**src/rtl/uart_tx_mmio_if.sv**
```systemverilog
// CPU store/load port of the memory-mapped UART transmitter.
// The master side is the datapath; the slave side is the peripheral.
interface uart_tx_mmio_if;
    logic        MemWrite;
    logic [31:0] Mem_WrAddr;
    logic [31:0] Mem_WrData;
    logic        uart_sel;
    logic [31:0] uart_rdata;

    modport master (
        output MemWrite,
        output Mem_WrAddr,
        output Mem_WrData,
        input  uart_sel,
        input  uart_rdata
    );

    modport slave (
        input  MemWrite,
        input  Mem_WrAddr,
        input  Mem_WrData,
        output uart_sel,
        output uart_rdata
    );
endinterface

```
**src/rtl/uart_tx_mmio.sv**
```systemverilog
// Memory-mapped UART transmitter: TX FIFO fed by CPU stores, 8N1 serializer, status readback.
// Define UART_TX_PARITY_EN to insert an even-parity bit between the data bits and the stop bit.
module uart_tx_mmio #(
    parameter logic [31:0] BASE_ADDR  = 32'h0000_1000,
    parameter int          CLK_DIV    = 16,
    parameter int          FIFO_DEPTH = 16
) (
    input  logic          clk,
    input  logic          reset,
    uart_tx_mmio_if.slave bus,
    output logic          tx,
    output logic          irq_empty
);

    localparam int          AW       = $clog2(FIFO_DEPTH);
    localparam int          CW       = AW + 1;
    localparam logic [15:0] BIT_LAST = 16'(CLK_DIV - 1);
`ifdef UART_TX_PARITY_EN
    localparam logic        PAR_EN   = 1'b1;
`else
    localparam logic        PAR_EN   = 1'b0;
`endif

    typedef enum logic [2:0] {
        ST_IDLE   = 3'd0,
        ST_START  = 3'd1,
        ST_DATA   = 3'd2,
`ifdef UART_TX_PARITY_EN
        ST_PARITY = 3'd4,
`endif
        ST_STOP   = 3'd3
    } state_t;

    function automatic logic even_parity(input logic [7:0] data);
        return ^data;
    endfunction

    logic [7:0]    mem_r [FIFO_DEPTH];
    logic [CW-1:0] wptr_r, rptr_r, wptr_next_s, rptr_next_s, count_s;
    logic          full_s, empty_s;
    logic          sel_s, wr_data_s, wr_stat_s, push_s, pop_s;
    logic          ovf_r, ovf_next_s;
    state_t        state_r, state_next_s;
    logic [15:0]   timer_r, timer_next_s;
    logic          bit_done_s;
    logic [2:0]    idx_r, idx_next_s;
    logic [7:0]    shift_r, shift_next_s, head_s;
    logic          parity_r, parity_next_s;
    logic          tx_r, tx_next_s, irq_r, irq_next_s;
    logic [31:0]   status_s;
    logic          unused_bits_s;

    // Address decode, FIFO bookkeeping and the read-back mux
    always_comb begin
        sel_s         = (bus.Mem_WrAddr[31:3] == BASE_ADDR[31:3]);
        wr_data_s     = bus.MemWrite & sel_s & ~bus.Mem_WrAddr[2];
        wr_stat_s     = bus.MemWrite & sel_s & bus.Mem_WrAddr[2];
        count_s       = wptr_r - rptr_r;
        full_s        = (count_s == CW'(FIFO_DEPTH));
        empty_s       = (count_s == {CW{1'b0}});
        push_s        = wr_data_s & ~full_s;
        pop_s         = (state_r == ST_IDLE) & ~empty_s;
        wptr_next_s   = wptr_r + {{(CW-1){1'b0}}, push_s};
        rptr_next_s   = rptr_r + {{(CW-1){1'b0}}, pop_s};
        head_s        = mem_r[rptr_r[AW-1:0]];
        bit_done_s    = (timer_r == BIT_LAST);
        unused_bits_s = ^{bus.Mem_WrAddr[1:0], bus.Mem_WrData[31:8]};

        status_s            = 32'h0000_0000;
        status_s[8 +: CW]   = count_s;
        status_s[4]         = PAR_EN;
        status_s[3]         = ovf_r;
        status_s[2]         = (state_r != ST_IDLE);
        status_s[1]         = empty_s;
        status_s[0]         = full_s;
        bus.uart_sel        = sel_s;
        if (sel_s && bus.Mem_WrAddr[2]) begin
            bus.uart_rdata = status_s;
        end else begin
            bus.uart_rdata = 32'h0000_0000;
        end

        // A rejected push outranks a same-cycle clear so no overflow is ever lost
        if (wr_data_s && full_s) begin
            ovf_next_s = 1'b1;
        end else if (wr_stat_s && bus.Mem_WrData[3]) begin
            ovf_next_s = 1'b0;
        end else begin
            ovf_next_s = ovf_r;
        end
    end

    // Serializer next-state logic
    always_comb begin
        state_next_s = state_r;
        case (state_r)
            ST_IDLE: begin
                if (!empty_s) begin
                    state_next_s = ST_START;
                end else begin
                    state_next_s = ST_IDLE;
                end
            end
            ST_START: begin
                if (bit_done_s) begin
                    state_next_s = ST_DATA;
                end else begin
                    state_next_s = ST_START;
                end
            end
            ST_DATA: begin
                if (bit_done_s && (idx_r == 3'd7)) begin
`ifdef UART_TX_PARITY_EN
                    state_next_s = ST_PARITY;
`else
                    state_next_s = ST_STOP;
`endif
                end else begin
                    state_next_s = ST_DATA;
                end
            end
`ifdef UART_TX_PARITY_EN
            ST_PARITY: begin
                if (bit_done_s) begin
                    state_next_s = ST_STOP;
                end else begin
                    state_next_s = ST_PARITY;
                end
            end
`endif
            ST_STOP: begin
                if (bit_done_s) begin
                    state_next_s = ST_IDLE;
                end else begin
                    state_next_s = ST_STOP;
                end
            end
            default: state_next_s = ST_IDLE;
        endcase
    end

    // Serializer datapath: bit timer, bit index, shift register, latched parity
    always_comb begin
        if ((state_r == ST_IDLE) || bit_done_s || (state_next_s != state_r)) begin
            timer_next_s = 16'd0;
        end else begin
            timer_next_s = timer_r + 16'd1;
        end

        if ((state_r == ST_START) && bit_done_s) begin
            idx_next_s = 3'd0;
        end else if ((state_r == ST_DATA) && bit_done_s) begin
            idx_next_s = idx_r + 3'd1;
        end else begin
            idx_next_s = idx_r;
        end

        if (pop_s) begin
            shift_next_s  = head_s;
            parity_next_s = even_parity(head_s);
        end else if ((state_r == ST_DATA) && bit_done_s) begin
            shift_next_s  = {1'b0, shift_r[7:1]};
            parity_next_s = parity_r;
        end else begin
            shift_next_s  = shift_r;
            parity_next_s = parity_r;
        end
    end

    // Output decode from next-cycle values so tx and irq_empty can be registered without extra latency
    always_comb begin
        case (state_next_s)
            ST_IDLE:   tx_next_s = 1'b1;
            ST_START:  tx_next_s = 1'b0;
            ST_DATA:   tx_next_s = shift_next_s[0];
`ifdef UART_TX_PARITY_EN
            ST_PARITY: tx_next_s = parity_next_s;
`endif
            ST_STOP:   tx_next_s = 1'b1;
            default:   tx_next_s = 1'b1;
        endcase
        irq_next_s = (wptr_next_s == rptr_next_s) && (state_next_s == ST_IDLE);
    end

    // Serializer state register
    always_ff @(posedge clk or negedge reset) begin
        if (!reset) begin
            state_r <= ST_IDLE;
        end else begin
            state_r <= state_next_s;
        end
    end

    // FIFO storage and pointers
    always_ff @(posedge clk or negedge reset) begin
        if (!reset) begin
            wptr_r <= {CW{1'b0}};
            rptr_r <= {CW{1'b0}};
            for (int i = 0; i < FIFO_DEPTH; i++) begin
                mem_r[i] <= 8'h00;
            end
        end else begin
            wptr_r <= wptr_next_s;
            rptr_r <= rptr_next_s;
            if (push_s) begin
                mem_r[wptr_r[AW-1:0]] <= bus.Mem_WrData[7:0];
            end
        end
    end

    // Serializer datapath, overflow flag and registered outputs
    always_ff @(posedge clk or negedge reset) begin
        if (!reset) begin
            timer_r  <= 16'd0;
            idx_r    <= 3'd0;
            shift_r  <= 8'h00;
            parity_r <= 1'b0;
            ovf_r    <= 1'b0;
            tx_r     <= 1'b1;
            irq_r    <= 1'b1;
        end else begin
            timer_r  <= timer_next_s;
            idx_r    <= idx_next_s;
            shift_r  <= shift_next_s;
            parity_r <= parity_next_s;
            ovf_r    <= ovf_next_s;
            tx_r     <= tx_next_s;
            irq_r    <= irq_next_s;
        end
    end

    assign tx        = tx_r;
    assign irq_empty = irq_r;

endmodule

```
**src/flat_wrapper.sv**
```systemverilog
// flat-port wrapper written by rule: the top's interface ports become plain ports
module uart_tx_mmio_flat 
#(
    parameter logic [31:0] BASE_ADDR  = 32'h0000_1000,
    parameter int          CLK_DIV    = 16,
    parameter int          FIFO_DEPTH = 16
)
  (clk, reset, tx, irq_empty, bus_MemWrite, bus_Mem_WrAddr, bus_Mem_WrData, bus_uart_sel, bus_uart_rdata);
  uart_tx_mmio_if bus_i ();
  input  logic clk;
  input  logic reset;
  output logic tx;
  output logic irq_empty;
  input wire logic [$bits(bus_i.MemWrite)-1:0] bus_MemWrite;
  input wire logic [$bits(bus_i.Mem_WrAddr)-1:0] bus_Mem_WrAddr;
  input wire logic [$bits(bus_i.Mem_WrData)-1:0] bus_Mem_WrData;
  output wire logic [$bits(bus_i.uart_sel)-1:0] bus_uart_sel;
  output wire logic [$bits(bus_i.uart_rdata)-1:0] bus_uart_rdata;
  assign bus_i.MemWrite = bus_MemWrite;
  assign bus_i.Mem_WrAddr = bus_Mem_WrAddr;
  assign bus_i.Mem_WrData = bus_Mem_WrData;
  assign bus_uart_sel = bus_i.uart_sel;
  assign bus_uart_rdata = bus_i.uart_rdata;
  uart_tx_mmio #(.BASE_ADDR(BASE_ADDR), .CLK_DIV(CLK_DIV), .FIFO_DEPTH(FIFO_DEPTH)) u_core (.clk(clk), .reset(reset), .bus(bus_i), .tx(tx), .irq_empty(irq_empty));
endmodule
```
**config.mk**
```make
export PLATFORM = sky130hd
export DESIGN_NAME = uart_tx_mmio_flat
export DESIGN_NICKNAME = d
export VERILOG_FILES = /design/src/rtl/uart_tx_mmio_if.sv /design/src/rtl/uart_tx_mmio.sv /design/src/flat_wrapper.sv
export SDC_FILE = /design/constraint.sdc
export NUM_CORES = 1
export LEC_CHECK = 0
export BUFFER_PORTS_ARGS = -buffer_cell sky130_fd_sc_hd__buf_2
export CORE_MARGIN = 3
export CORE_UTILIZATION = 45
export DETAILED_ROUTE_END_ITERATION = 6
export MAX_ROUTING_LAYER = met4
export PLACE_DENSITY = 0.62
export SETUP_SLACK_MARGIN = 0.5
export SLEW_MARGIN = 5
export SYNTH_ARGS = -nofsm -noshare
export SYNTH_HDL_FRONTEND = slang
export SYNTH_SLANG_ARGS = --single-unit
```
**constraint.sdc**
```tcl
create_clock -name clk -period 4.5 [get_ports clk]
set_input_delay 0 -clock clk [delete_from_list [all_inputs] [get_ports clk]]
set_output_delay 0 -clock clk [all_outputs]
set_load 0.02 [all_outputs]
```
# == Word-level counts from Yosys, hierarchy flattened ==
# Cells that the tools add are included.
# op_classes
add_sub_neg,5
multipliers,0
n_div,0
magnitude_cmp,3
eq_ne,11
shifts,0
n_mux,20
bitwise_logic,10
n_reduce_logical,17
# ops
op,count
bitwise mux 128 bit,1
2-to-1 mux 8 bit,5
binary-select mux 8 bit (select 4 bit),1
demux 8 bit (select 4 bit),1
equality test 29 x 10 -> 1 bit (second input constant),1
adder 16 x 1 -> 16 bit (second input constant),1
equality test 16 x 4 -> 1 bit (second input constant),1
2-to-1 mux 16 bit,1
2-to-1 mux 13 bit,1
case mux 3 bit (4 select lines),1
adder 5 x 1 -> 5 bit,2
>= comparator 5 bit (second input constant),2
inverter 4 -> 5 bit,2
equality test 3 x 2 -> 1 bit (second input constant),3
logical AND 1 bit,8
equality test 3 x 1 -> 1 bit (second input constant),2
zero test 3 bit,2
2-to-1 mux 3 bit,2
nonzero test 2 bit,3
bitwise AND 1 bit,5
equality test 5 bit,1
equality test 5 bit (second input constant),1
zero test 5 bit,1
< comparator 5 x 1 -> 1 bit (second input constant),1
other kinds (10),17
# word_totals
register_bits,171
latchBits,0
ramBits,0
mem_bits_ro,0
input_bits,67
elab_cells,92
n_memories,0

# == Longest topological paths before layout ==
# Gate-level depths: netlist of run 1.
# logic_depth
ltp_word,7
mapped_depth,16

# == Least setup slack after synthesis of run 1 ==
# No wires, ideal clock.
# synth_timing
kind,reg-to-reg
startpoint,register u_core.wptr_r[1]
endpoint,register u_core.irq_r (netlist: u_core.irq_empty)
t_arrival_ns,3.605
required_ns,4.411
slack_ns,0.806
stages_incl_launch_ff,17
n_path_buf,2
period_less_slack_ns,3.694
cell_sequence,dfrtp_1 > clkbuf_1 > inv_1 > fa_1 > nand2b_1 > a21oi_2 > xnor2_2 > clkbuf_1 > o21ai_1 > inv_1 > ha_1 > ha_1 > nand3_1 > xnor2_1 > xnor2_1 > nand2_1 > a211oi_1
# synth_between
elab_chain_cells,7
word_cells_on_any_way,14
classes_between,add/sub (3); eq/ne (2); mux (2); bitwise (4); reduce/logical (3)
# synth_lines
item,line,text
from (decl),uart_tx_mmio.sv:39,"logic [CW-1:0] wptr_r, rptr_r, wptr_next_s, rptr_next_s, count_s;"
from (signal assigned),uart_tx_mmio.sv:197,wptr_r <= {CW{1'b0}};
from (signal assigned),uart_tx_mmio.sv:203,wptr_r <= wptr_next_s;
subtractor 5 bit,uart_tx_mmio.sv:58,count_s = wptr_r - rptr_r;
zero test 5 bit,uart_tx_mmio.sv:60,empty_s = (count_s == {CW{1'b0}});
inverter 1 bit,uart_tx_mmio.sv:62,pop_s = (state_r == ST_IDLE) & ~empty_s;
bitwise AND 1 bit,uart_tx_mmio.sv:62,
adder 5 x 1 -> 5 bit,uart_tx_mmio.sv:64,"rptr_next_s = rptr_r + {{(CW-1){1'b0}}, pop_s};"
net u_core.rptr_next_s[4],uart_tx_mmio.sv:39,
equality test 5 bit,uart_tx_mmio.sv:182,irq_next_s = (wptr_next_s == rptr_next_s) && (state_next_s == ST_IDLE);
logical AND 1 bit,uart_tx_mmio.sv:182,
net u_core.irq_next_s,uart_tx_mmio.sv:49,"logic tx_r, tx_next_s, irq_r, irq_next_s;"
to (signal assigned),uart_tx_mmio.sv:228,irq_r <= irq_next_s;
to (decl),uart_tx_mmio.sv:49,
# The timed path passes the listed nets, and every way through them passes these cells.
# A chain may end at the register's enable or synchronous reset.

# == Final worst setup path of run 1 ==
# layout_timing
startpoint,register u_core.wptr_r[1]
endpoint,register u_core.mem_r[64] (netlist name)
# layout_between
elab_chain_cells,6
word_cells_on_any_way,11
classes_between,add/sub (1); order compare (2); eq/ne (1); mux (3); bitwise (3); reduce/logical (1)
# layout_lines
item,line,text
inverter 4 -> 5 bit (implied by the code),uart_tx_mmio.sv:206,mem_r[wptr_r[AW-1:0]] <= bus.Mem_WrData[7:0];
>= comparator 5 bit (implied by the code) / < comparator 5 x 1 -> 1 bit (equally long branches),uart_tx_mmio.sv:206,
logical AND 1 bit (implied by the code),uart_tx_mmio.sv:206,
2-to-1 mux 8 bit (implied by the code),uart_tx_mmio.sv:206,
demux 8 bit (select 4 bit),uart_tx_mmio.sv:206,
bitwise mux 128 bit,uart_tx_mmio.sv:206,
"to (signal, indexed assignment)",uart_tx_mmio.sv:206,
to (decl),uart_tx_mmio.sv:38,logic [7:0] mem_r [FIFO_DEPTH];
# Parallel ways exist; a longest one is shown, timed or not.

==> run summary, run 1 <==
cell accounting for the most synthesized area: dfrtp_1
post-route cell area: 9786 µm²
synth top area cells: dfrtp_1, mux2_2, mux4_2
max-cap violations: 0
Row Count: 50
Placer Congestion: 0.8258
post-synthesis cell type count: 52
Num CTS Buffers: 17
Async S/R FF share, synth: 1.000
Area Growth Syn to Fin: 12.18%
non-filler cells, final: 963
Max VDD drop: 0.2301 mV
first drt pass iteration count: 5
Max Clk Rate: 266.0 MHz
Post-Syn Area per Cell: 13.59 µm²
CTS clk-pin slew, worst paths: 70 ps
hold path endpoint: u_core.mem_r[68]
r2r endpoint: u_core.mem_r[64]
Fin Setup TNS: 0 ps
Worst Max-Slew Pin Slew: 962.4 ps
critical setup path kind: register to register
Total GRT Usage: 0.1862
CTS resizes: 0
fin crit period: 3760 ps
Primary FF master, synth: dfrtp_1
GR Overflow Total: 0
placed cell area: 9154 µm²
Nets: 769
register area: 4258 µm²
hold path depth: 2
io pins: 102
Vias/cell: 5.532
Initial Util: 0.4617
Mapped Cells: 642
Final Hold Fails: 0
final number of setup-violating endpoints: 0
fill cell count: 1601
H-tree depth: 4
CTS tree: built
Yosys reg bits: 170
vias in the first global route: 5710
area of the multi-input gates: 4173 µm²
R2R depth: 8
Tcrit/Tclk final: 0.8355
antenna-violating nets left: 0
Yosys top cell area share: 0.4819
RSZ-0062 raised after global routing: no
Lkg Pwr: 4.563 nW
Inst Count DP: 928
crit-path max FO: 16
YS warnings: 0
worst path required time: 4830 ps
vias after detailed routing: 5327
layout cells sized above 1: 0.3826
drt drc: 0
largest net degree at the start of global routing: 59
core area: 18890 µm²
Routed WL: 18600 µm
Seq/Total Area, Yosys: 0.4880
status: completed
CTS Buffer Depth: 2
Met2 Routed Length: 9379 µm
die width: 145.2 µm
WL/cell: 19.31 µm
ANT cells: 0
Die H: 145.2 µm
hpwl dp: 12510 µm
DRT iter0 DRCs: 220
# Post-CTS Setup Buffers: 0
critical path capture point type: register
Startpoint Class: register
crit path DAT: 4090 ps
CTS root buf: clkbuf_16
first-pass GRT wire length: 30370 µm
Slew Viols, Final: 0
number of synthesized flops with an enable pin: 0
Skew-Pair Late Insertion Delay: 440 ps
Power Density: 316.8 nW/µm²
port buffer count: 52
Worst Skew: 10.24 ps
routed length on met1: 8272 µm
Hold WC Path Type: input port to register
reg2reg start: u_core.wptr_r[1]
Min-Delay Startpoint: bus_Mem_WrData[4]
die area: 21090 µm²
Worst R2R Setup Slack: 740 ps
Clock Sinks: 170
met3 wire len: 643 µm
Max-slew headroom: 0.3584
initial antenna violation count: 0
DR top layer: met4
Netlist Area Pre-Place: 8723 µm²
[where the power goes]
part	internal, W	total, W	leakage (nW)	switching, W
clock network	0.000793	0.00148	0.295	0.000690
registers	0.00153	0.00153	2.37	0.000000000653
logic	0.0000172	0.0000896	1.90	0.0000724
total	0.00234	0.00310	4.56	0.000762
[layout by cell type, fill, tap and decap left out, types with 4 or more instances in the layout]
cell type	n
mux2_2	121
o211a_1	6
ha_1	11
a22o_1	5
buf_2	51
xor2_1	8
or3_1	5
nand2_1	25
nor3_1	4
mux4_2	32
a22oi_1	12
inv_6	5
clkbuf_16	17
a21oi_1	7
mux2_1	7
dfrtp_1	167
and3_1	7
nand3_1	17
a311o_1	6
xnor2_1	20
inv_1	19
buf_4	8
a2111oi_4	16
nor2_1	35
and4_1	4
nor4_1	8
conb_1	23
o21ai_0	5
[layout make-up]
| type | instances | area share |
|---|---|---|
| Clock buffer | 17 | 0.04347 |
| Timing Repair Buffer | 63 | 0.03644 |
| Multi-Input combinational cell | 419 | 0.4264 |
| Sequential cell | 170 | 0.4351 |
| Tap cell | 260 | 0.03324 |
| Inverter | 19 | 0.007288 |
| Clock inverter | 15 | 0.01803 |
[sequential cells by signal, summed over array words and instances, names as in the netlist]
register	cells
u_core.rptr_r	5
u_core.tx	1
u_core.timer_r	16
u_core.irq_empty	1
u_core.shift_r	8
u_core.state_r	2
u_core.mem_r	128
u_core.wptr_r	5
u_core.idx_r	3
u_core.ovf_r	1
[critical path, cell delays in order, from the launching register on]
cell,delay (ps)
dfrtp_1,560
inv_1,220
fa_1,530
and3b_1,190
and4_1,200
or2_1,280
buf_4,300
a2111oi_4,940
mux2_2,420
[kinds of logic (layout without fill, tap and decap cells)]
family	after synthesis	in the layout	share of synthesized area
simple gates	123	123	0.06985
flops	170	170	0.4880
mux	163	163	0.2513
other cells	1	23	0.0004299
buf+inv	75	114	0.04446
xor+xnor	29	29	0.02998
fa+ha+maj	12	12	0.01807
compound gates	69	69	0.09796
[per-stage QoR]
stage / setup slack, ps / power [W] / util / hold WS [ps]
final: 740.3 / 0.003100 / 0.5179 / 25.77
after global routing: 590.5 / 0.003201 / 0.5179 / 42.64
after CTS: 778.0 / 0.003132 / 0.5179 / 17.34
after detailed placement: 801.4 / 0.001647 / 0.4845 / -0.9442
after global placement: 851.4 / 0.001643 / 0.4845 / -14.69
after floorplan: 805.7 / 0.001601 / - / -295.6
[worst max path at each step]
stage | from | endpoint | slack (ps) | depth (start not counted)
after CTS | u_core.wptr_r[1] | u_core.mem_r[63] | 780 | 8
after global placement | u_core.wptr_r[1] | u_core.mem_r[55] | 850 | 8
after global routing | u_core.wptr_r[1] | u_core.irq_empty | 590 | 16
after floorplan | u_core.wptr_r[1] | u_core.irq_empty | 810 | 16
after detailed placement | u_core.wptr_r[1] | u_core.mem_r[63] | 800 | 8
final | u_core.wptr_r[1] | u_core.mem_r[64] | 740 | 8
[repair_timing]
item,CTS,global route
endpoints found under the setup margin,0,0
endpoints found under the hold margin,57,0
hold buffers,3,0
[synthesized netlist by cell type (8+ instances only)]
cell	count
dfrtp_1	168
clkbuf_1	24
buf_4	24
a2111oi_4	16
xor2_1	8
nor2_1	35
nand3_1	17
xnor2_1	20
mux2_2	121
mux4_2	32
nor4_1	8
nand2_1	25
ha_1	11
inv_1	19
a22oi_1	12
[layer usage]
layer / vias up / GRT usage
li1: 2418 / -
met1: 2774 / 0.2398
met2: 111 / 0.3019
met3: 24 / 0.03342
met4: 0 / 0.06030
met5: - / -
Note: power is estimated with default switching activity, not from simulation.
==> inputs of run 2 (changes only) <==
--- a/config.mk
+++ b/config.mk
@@ -10,7 +10,7 @@
 export CORE_UTILIZATION = 45
 export DETAILED_ROUTE_END_ITERATION = 6
 export MAX_ROUTING_LAYER = met4
-export PLACE_DENSITY = 0.62
+export PLACE_DENSITY = 0.65
 export SETUP_SLACK_MARGIN = 0.5
 export SLEW_MARGIN = 5
 export SYNTH_ARGS = -nofsm -noshare
==> constraint.sdc (replaced) <==
create_clock -name clk -period 3.05 [get_ports clk]
set_input_delay 0 -clock clk [delete_from_list [all_inputs] [get_ports clk]]
set_output_delay 0 -clock clk [all_outputs]
set_load 0.02 [all_outputs]
==> run 2 against run 1 <==
Compared with the run above: setup slack worse by 680 ps; final area is 12% higher; sequential share of layout area is 4.6 points lower; first-iteration DRC count is 36% higher; total power is 45% higher; wire length is 12% higher; cell count is 5.2% higher; die area stayed put; clock-buffer cell count is 2 higher; sequential cell count stayed put; largest power group unchanged.
==> run summary, run 2 (synthesis gave the netlist of run 1 again) <==
delay-heaviest family, CP: adder cells
hold path endpoint: u_core.mem_r[16]
r2r endpoint: u_core.irq_empty
critical path capture point type: register
GR Overflow Total: 0 (unchanged)
Crit path largest cell delay: 420 ps (-520 ps)
CP cell instances: ha_4 > fa_2 > nand2b_4 > a21oi_4 > xor2_2 > o2111a_1 > ha_2 > nand4_1 > xnor2_2 > xnor2_1 > nand2_1 > a211oi_2
Slowest cell on crit path: dfrtp_2
Min-Delay Startpoint: bus_Mem_WrData[0]
hpwl dp: 13580 µm (+8.5%)
Total GRT Usage: 0.1995 (+0.01328)
DRT iter0 DRCs: 299 (+36%)
Tcrit/Tclk final: 0.9792 (+0.1437)
max reg flops: 128 (unchanged)
hold slack: 65.40 ps (+39.63 ps)
RSZ-0062 raised after global routing: yes
fin crit period: 2986 ps (-773.3 ps)
layout cells sized above 1: 0.4635 (+0.08083)
worst path required time: 3400 ps (-1430 ps)
Die H: 145.2 µm (unchanged)
fill cell count: 1481 (-7.5%)
Startpoint Class: register
Max Clk Rate: 334.8 MHz (+26%)
ANT cells: 0 (unchanged)
Routed WL: 20780 µm (+12%)
Row Count: 50 (unchanged)
antenna-violating nets left: 0 (unchanged)
Initial Util: 0.4617 (unchanged)
Nets: 821 (+6.8%)
core area: 18890 µm² (unchanged)
CTS tree: built
crit-path max FO: 3 (-13)
Max-slew headroom: 0.3672 (+0.008821)
Slew Viols, Final: 0 (unchanged)
initial antenna violation count: 0 (unchanged)
status: completed
first-pass GRT wire length: 32440 µm (+6.8%)
crit path DAT: 3330 ps (-760 ps)
H-tree depth: 4 (unchanged)
most common cell after layout, fill and taps aside: dfrtp_1
Skew-Pair Late Insertion Delay: 430 ps (about the same)
Worst path depth: 12 (+4)
reg2reg start: u_core.rptr_r[0]
die width: 145.2 µm (unchanged)
most flop-heavy register: u_core.mem_r
biggest regs: u_core.mem_r: 128 flops, u_core.timer_r: 16 flops, u_core.shift_r: 8 flops
WL/cell: 20.51 µm (+6.2%)
Num CTS Buffers: 17 (unchanged)
Hold WC Path Type: input port to register
Buf/Inv on CP: 0 (-2)
drt drc: 0 (unchanged)
vias in the first global route: 5952 (+4.2%)
Placer Congestion: 0.8524 (+3.2%)
Worst Skew: 13.19 ps (+2.958 ps)
Final Hold Fails: 0 (unchanged)
CTS root buf: clkbuf_16
Clock Sinks: 170 (unchanged)
port buffer count: 52 (unchanged)
Area Growth Syn to Fin: 25.47%
vias after detailed routing: 5621 (+5.5%)
R2R depth: 12 (+4)
critical setup path kind: register to register
Worst Max-Slew Pin Slew: 947.2 ps (-15.18 ps)
Lkg Pwr: 5.010 nW (+9.8%)
Worst R2R Setup Slack: 60 ps (-680 ps)
Max VDD drop: 0.3840 mV (+67%)
first drt pass iteration count: 5 (unchanged)
max-cap violations: 0 (unchanged)
CTS Buffer Depth: 2 (unchanged)
io pins: 102 (unchanged)
hold path depth: 2 (unchanged)
largest net degree at the start of global routing: 79 (+34%)
final number of setup-violating endpoints: 0 (unchanged)
CTS clk-pin slew, worst paths: 60 ps (about the same)
worst setup margin: 63.53 ps (-676.7 ps)
most frequent cells in the layout: dfrtp_1, mux2_4, buf_2
Vias/cell: 5.549 (+0.31%)
die area: 21090 µm² (unchanged)
setup slack at placement: -14.38 ps (-815.8 ps)
Power Density: 410.3 nW/µm² (+30%)
[run 2: stage by stage]
| step | power, W | cells | setup TNS (ps) | util | area (µm²) |
|---|---|---|---|---|---|
| final | 0.004491 | 1013 | 0 | 0.5793 | 10950 |
| after global routing | 0.004645 | 1013 | -63.35 | 0.5793 | 10950 |
| after CTS | 0.004531 | 1005 | 0 | 0.5568 | 10520 |
| after detailed placement | 0.002433 | 970 | -14.38 | 0.5158 | 9744 |
| after global placement | 0.002426 | 970 | 0 | 0.5158 | 9744 |
| after floorplan | 0.002363 | 664 | 0 | - | 9052 |
[run 2: how the worst max path moves through the flow]
stage                startpoint          endpoint  slack, ps
5_1_grt        u_core.rptr_r[0]  u_core.irq_empty        -60
3_3_place_gp   u_core.wptr_r[0]  u_core.irq_empty         50
2_1_floorplan  u_core.wptr_r[0]  u_core.mem_r[64]         20
3_5_place_dp   u_core.wptr_r[0]  u_core.irq_empty        -10
4_1_cts        u_core.wptr_r[0]   u_core.mem_r[8]        110
6_report       u_core.rptr_r[0]  u_core.irq_empty         60
[run 2: worst reg2reg max path: stages (launching register included)]
cell      delay [ps]
dfrtp_2          420
ha_4             170
fa_2             370
nand2b_4         190
a21oi_4          260
xor2_2           210
o2111a_1         250
ha_2             210
nand4_1          160
xnor2_2          250
xnor2_1          140
nand2_1           80
a211oi_2         190
[run 2: timing repair]
item                                   4_1_cts  5_1_grt
pin swaps                                   10       15
endpoints found under the hold margin       74        0
buffers inserted                             1        7
gates resized for setup                     38       87
gates cloned                                 1        1
hold buffers                                 3        0
setup endpoints to repair                  139      145
[run 2: cell type report]
cell class / count / area [µm²] / area share
clock buffer: 19 / 442.9 / 0.04047
timing repair buffer: 115 / 932.1 / 0.08516
inverter: 19 / 71.32 / 0.006516
multi-input combinational: 419 / 4792 / 0.4378
sequential: 170 / 4258 / 0.3890
tap: 260 / 325.3 / 0.02972
clock inverter: 11 / 123.9 / 0.01132
[run 2: metal layers]
metal	GRT usage	wire length, µm	vias to the layer above	share of wire
met2	0.3255	10480	120	0.50
met5	-	0	-	0
met3	0.04060	766	27	0.037
met4	0.05081	323	0	0.016
li1	-	-	2513	-
met1	0.2578	9209	2961	0.44
[run 2: power breakdown]
group	internal (W)	switching, W	total, W
combinational	0.0000304	0.000112	0.000142
sequential	0.00225	0.00000000102	0.00225
clock	0.00122	0.000876	0.00209
==> inputs of run 3 (changes only) <==
--- a/config.mk
+++ b/config.mk
@@ -6,11 +6,13 @@
 export NUM_CORES = 1
 export LEC_CHECK = 0
 export BUFFER_PORTS_ARGS = -buffer_cell sky130_fd_sc_hd__buf_2
+export CELL_PAD_IN_SITES_DETAIL_PLACEMENT = 1
+export CELL_PAD_IN_SITES_GLOBAL_PLACEMENT = 2
 export CORE_MARGIN = 3
-export CORE_UTILIZATION = 45
+export CORE_UTILIZATION = 37
 export DETAILED_ROUTE_END_ITERATION = 6
 export MAX_ROUTING_LAYER = met4
-export PLACE_DENSITY = 0.65
+export PLACE_DENSITY = 0.74
 export SETUP_SLACK_MARGIN = 0.5
 export SLEW_MARGIN = 5
 export SYNTH_ARGS = -nofsm -noshare
==> run 3 against run 2 <==
Compared with the run above: sequential cell count unchanged; cell count up 4.2%; via count down 0.11%; setup slack worse by 33 ps; clock-buffer cell count down 2; clock skew up 9.3 ps; wire length up 12%; global-route usage down 0.57 points; final area up 2.3%.
==> run summary, run 3 (synthesis gave the netlist of run 1 again) <==
status: completed
final number of setup-violating endpoints: 0 (unchanged)
max reg flops: 128 (unchanged)
Startpoint Class: register
worst path required time: 3400 ps (about the same)
Slew Viols, Final: 0 (unchanged)
GR Overflow Total: 0 (unchanged)
layout cells sized above 1: 0.4684 (+0.004892)
Area Growth Syn to Fin: 28.39%
die width: 159.5 µm (+9.9%)
Die H: 159.5 µm (+9.9%)
Placer Congestion: 0.7849 (-7.9%)
Hold WC Path Type: input port to register
antenna-violating nets left: 0 (unchanged)
Skew-Pair Late Insertion Delay: 440 ps (about the same)
Total GRT Usage: 0.1939 (-0.005664)
Power Density: 421.0 nW/µm² (+2.6%)
Tcrit/Tclk final: 0.9899 (+0.01070)
Vias/cell: 5.317 (-4.2%)
R2R depth: 14 (+2)
Max VDD drop: 0.3302 mV (-14%)
CTS clk-pin slew, worst paths: 80 ps (+20 ps)
fill cell count: 2252 (+52%)
CTS tree: built
Initial Util: 0.3807 (-0.08105)
Min-Delay Startpoint: bus_Mem_WrData[2]
r2r endpoint: u_core.irq_empty
core area: 22920 µm² (+21%)
port buffer count: 52 (unchanged)
reg2reg start: u_core.rptr_r[0]
hold path endpoint: u_core.mem_r[26]
biggest regs: u_core.mem_r: 128 flops, u_core.timer_r: 16 flops, u_core.shift_r: 8 flops
Routed WL: 23290 µm (+12%)
max-cap violations: 0 (unchanged)
Nets: 809 (-1.5%)
RSZ-0062 raised after global routing: yes
largest net degree at the start of global routing: 81 (+2.5%)
Clock Sinks: 170 (unchanged)
H-tree depth: 4 (unchanged)
most common cell after layout, fill and taps aside: dfrtp_1
Finished Core Util: 0.4887 (-0.09061)
io pins: 102 (unchanged)
initial antenna violation count: 0 (unchanged)
Final Hold Fails: 0 (unchanged)
crit path DAT: 3370 ps (+40 ps)
most flop-heavy register: u_core.mem_r
first drt pass iteration count: 4 (-1)
vias in the first global route: 6453 (+8.4%)
critical path capture point type: register
Lkg Pwr: 5.016 nW (+0.12%)
ANT cells: 0 (unchanged)
critical setup path kind: register to register
WL/cell: 22.05 µm (+7.5%)
DRT iter0 DRCs: 352 (+18%)
crit-path max FO: 3 (unchanged)
Worst Max-Slew Pin Slew: 873.7 ps (-73.52 ps)
Worst R2R Setup Slack: 30 ps (-30 ps)
Max-slew headroom: 0.4164 (+0.04912)
hpwl dp: 15000 µm (+11%)
hold path depth: 2 (unchanged)
fin crit period: 3019 ps (+32.65 ps)
Row Count: 55 (+10%)
die area: 25450 µm² (+21%)
drt drc: 0 (unchanged)
hold slack: 90.11 ps (+24.71 ps)
vias after detailed routing: 5615 (-0.11%)
Worst Skew: 22.46 ps (+9.264 ps)
CTS root buf: clkbuf_16
most frequent cells in the layout: dfrtp_1, mux2_4, buf_2
Max Clk Rate: 331.2 MHz (-1.1%)
CTS Buffer Depth: 2 (unchanged)
first-pass GRT wire length: 37740 µm (+16%)
Num CTS Buffers: 17 (unchanged)
-- run 3: changes by cell type in the layout (fill, tap and decap cells not counted), moves of 3 or more --
cell      delta
buf_12      +13
buf_4       -13
buf_6       -12
mux2_4      +10
mux2_2       -9
clkinv_2     -4
clkinv_8     +3
inv_6        +3
inv_8        +3
-- run 3: worst max path at each step --
stage / start / to / slack (ps) / depth (start not counted)
3_3_place_gp: u_core.wptr_r[0] / u_core.irq_empty / -50 / 13
6_report: u_core.rptr_r[0] / u_core.irq_empty / 30 / 14
3_5_place_dp: u_core.wptr_r[0] / u_core.irq_empty / -180 / 13
2_1_floorplan: u_core.wptr_r[0] / u_core.mem_r[64] / 20 / 10
5_1_grt: u_core.wptr_r[0] / u_core.irq_empty / -90 / 15
4_1_cts: u_core.wptr_r[0] / u_core.mem_r[90] / 40 / 10
-- run 3: layout make-up --
cell class	instances	area, µm²	share of cell area
multi-input cells	419	4887	0.4364
flip-flops and latches	170	4258	0.3802
repair buffers	103	962.2	0.08591
clock buffers	17	425.4	0.03798
well taps	313	391.6	0.03497
clock inverters	15	203.9	0.01821
inverters	19	71.32	0.006368
-- run 3: routing by layer --
layer,part of all wire,vias to the layer above,wire length (µm),GRT usage
met2,0.53,72,12230,0.3296
met1,0.44,3026,10220,0.2418
met5,0,-,0,-
met4,0.011,0,250,0.04377
met3,0.025,21,581,0.03590
li1,-,2496,-,-
-- run 3: timing repair --
item | CTS | global route
hold buffers | 3 | 0
buffers inserted | 7 | 1
pin swaps | 18 | 15
resized for setup | 114 | 20
hold endpoints to repair | 79 | 0
cloned | 2 | 0
setup endpoints to repair | 146 | 147
-- run 3: through the flow --
step	cell area (µm²)	worst slack, ps	std cells	total power (W)	setup TNS [ps]
after floorplan	9052	16.85	664	0.002363	0
after global placement	9883	-48.75	1011	0.002431	-48.75
after detailed placement	9883	-184.5	1011	0.002439	-447.2
after CTS	11100	39.50	1055	0.004767	0
after global routing	11200	-91.28	1056	0.004898	-163.0
final	11200	30.88	1056	0.004715	0
-- run 3: critical path: stages (launching register included) --
cell and delay (ps):
dfrtp_2 430, ha_4 160, fa_2 550, buf_6 110
nand3_4 70, a221oi_4 260, nor2_4 110, o21ai_4 150
inv_2 70, ha_4 170, ha_4 170, xor2_4 160
xnor2_1 200, nand3_1 160, a211oi_2 170
-- run 3: power breakdown --
part	internal [W]	switching [W]	total, W
sequential	0.00225	0.00000000107	0.00225
clock	0.00126	0.00105	0.00231
combinational	0.0000316	0.000117	0.000149
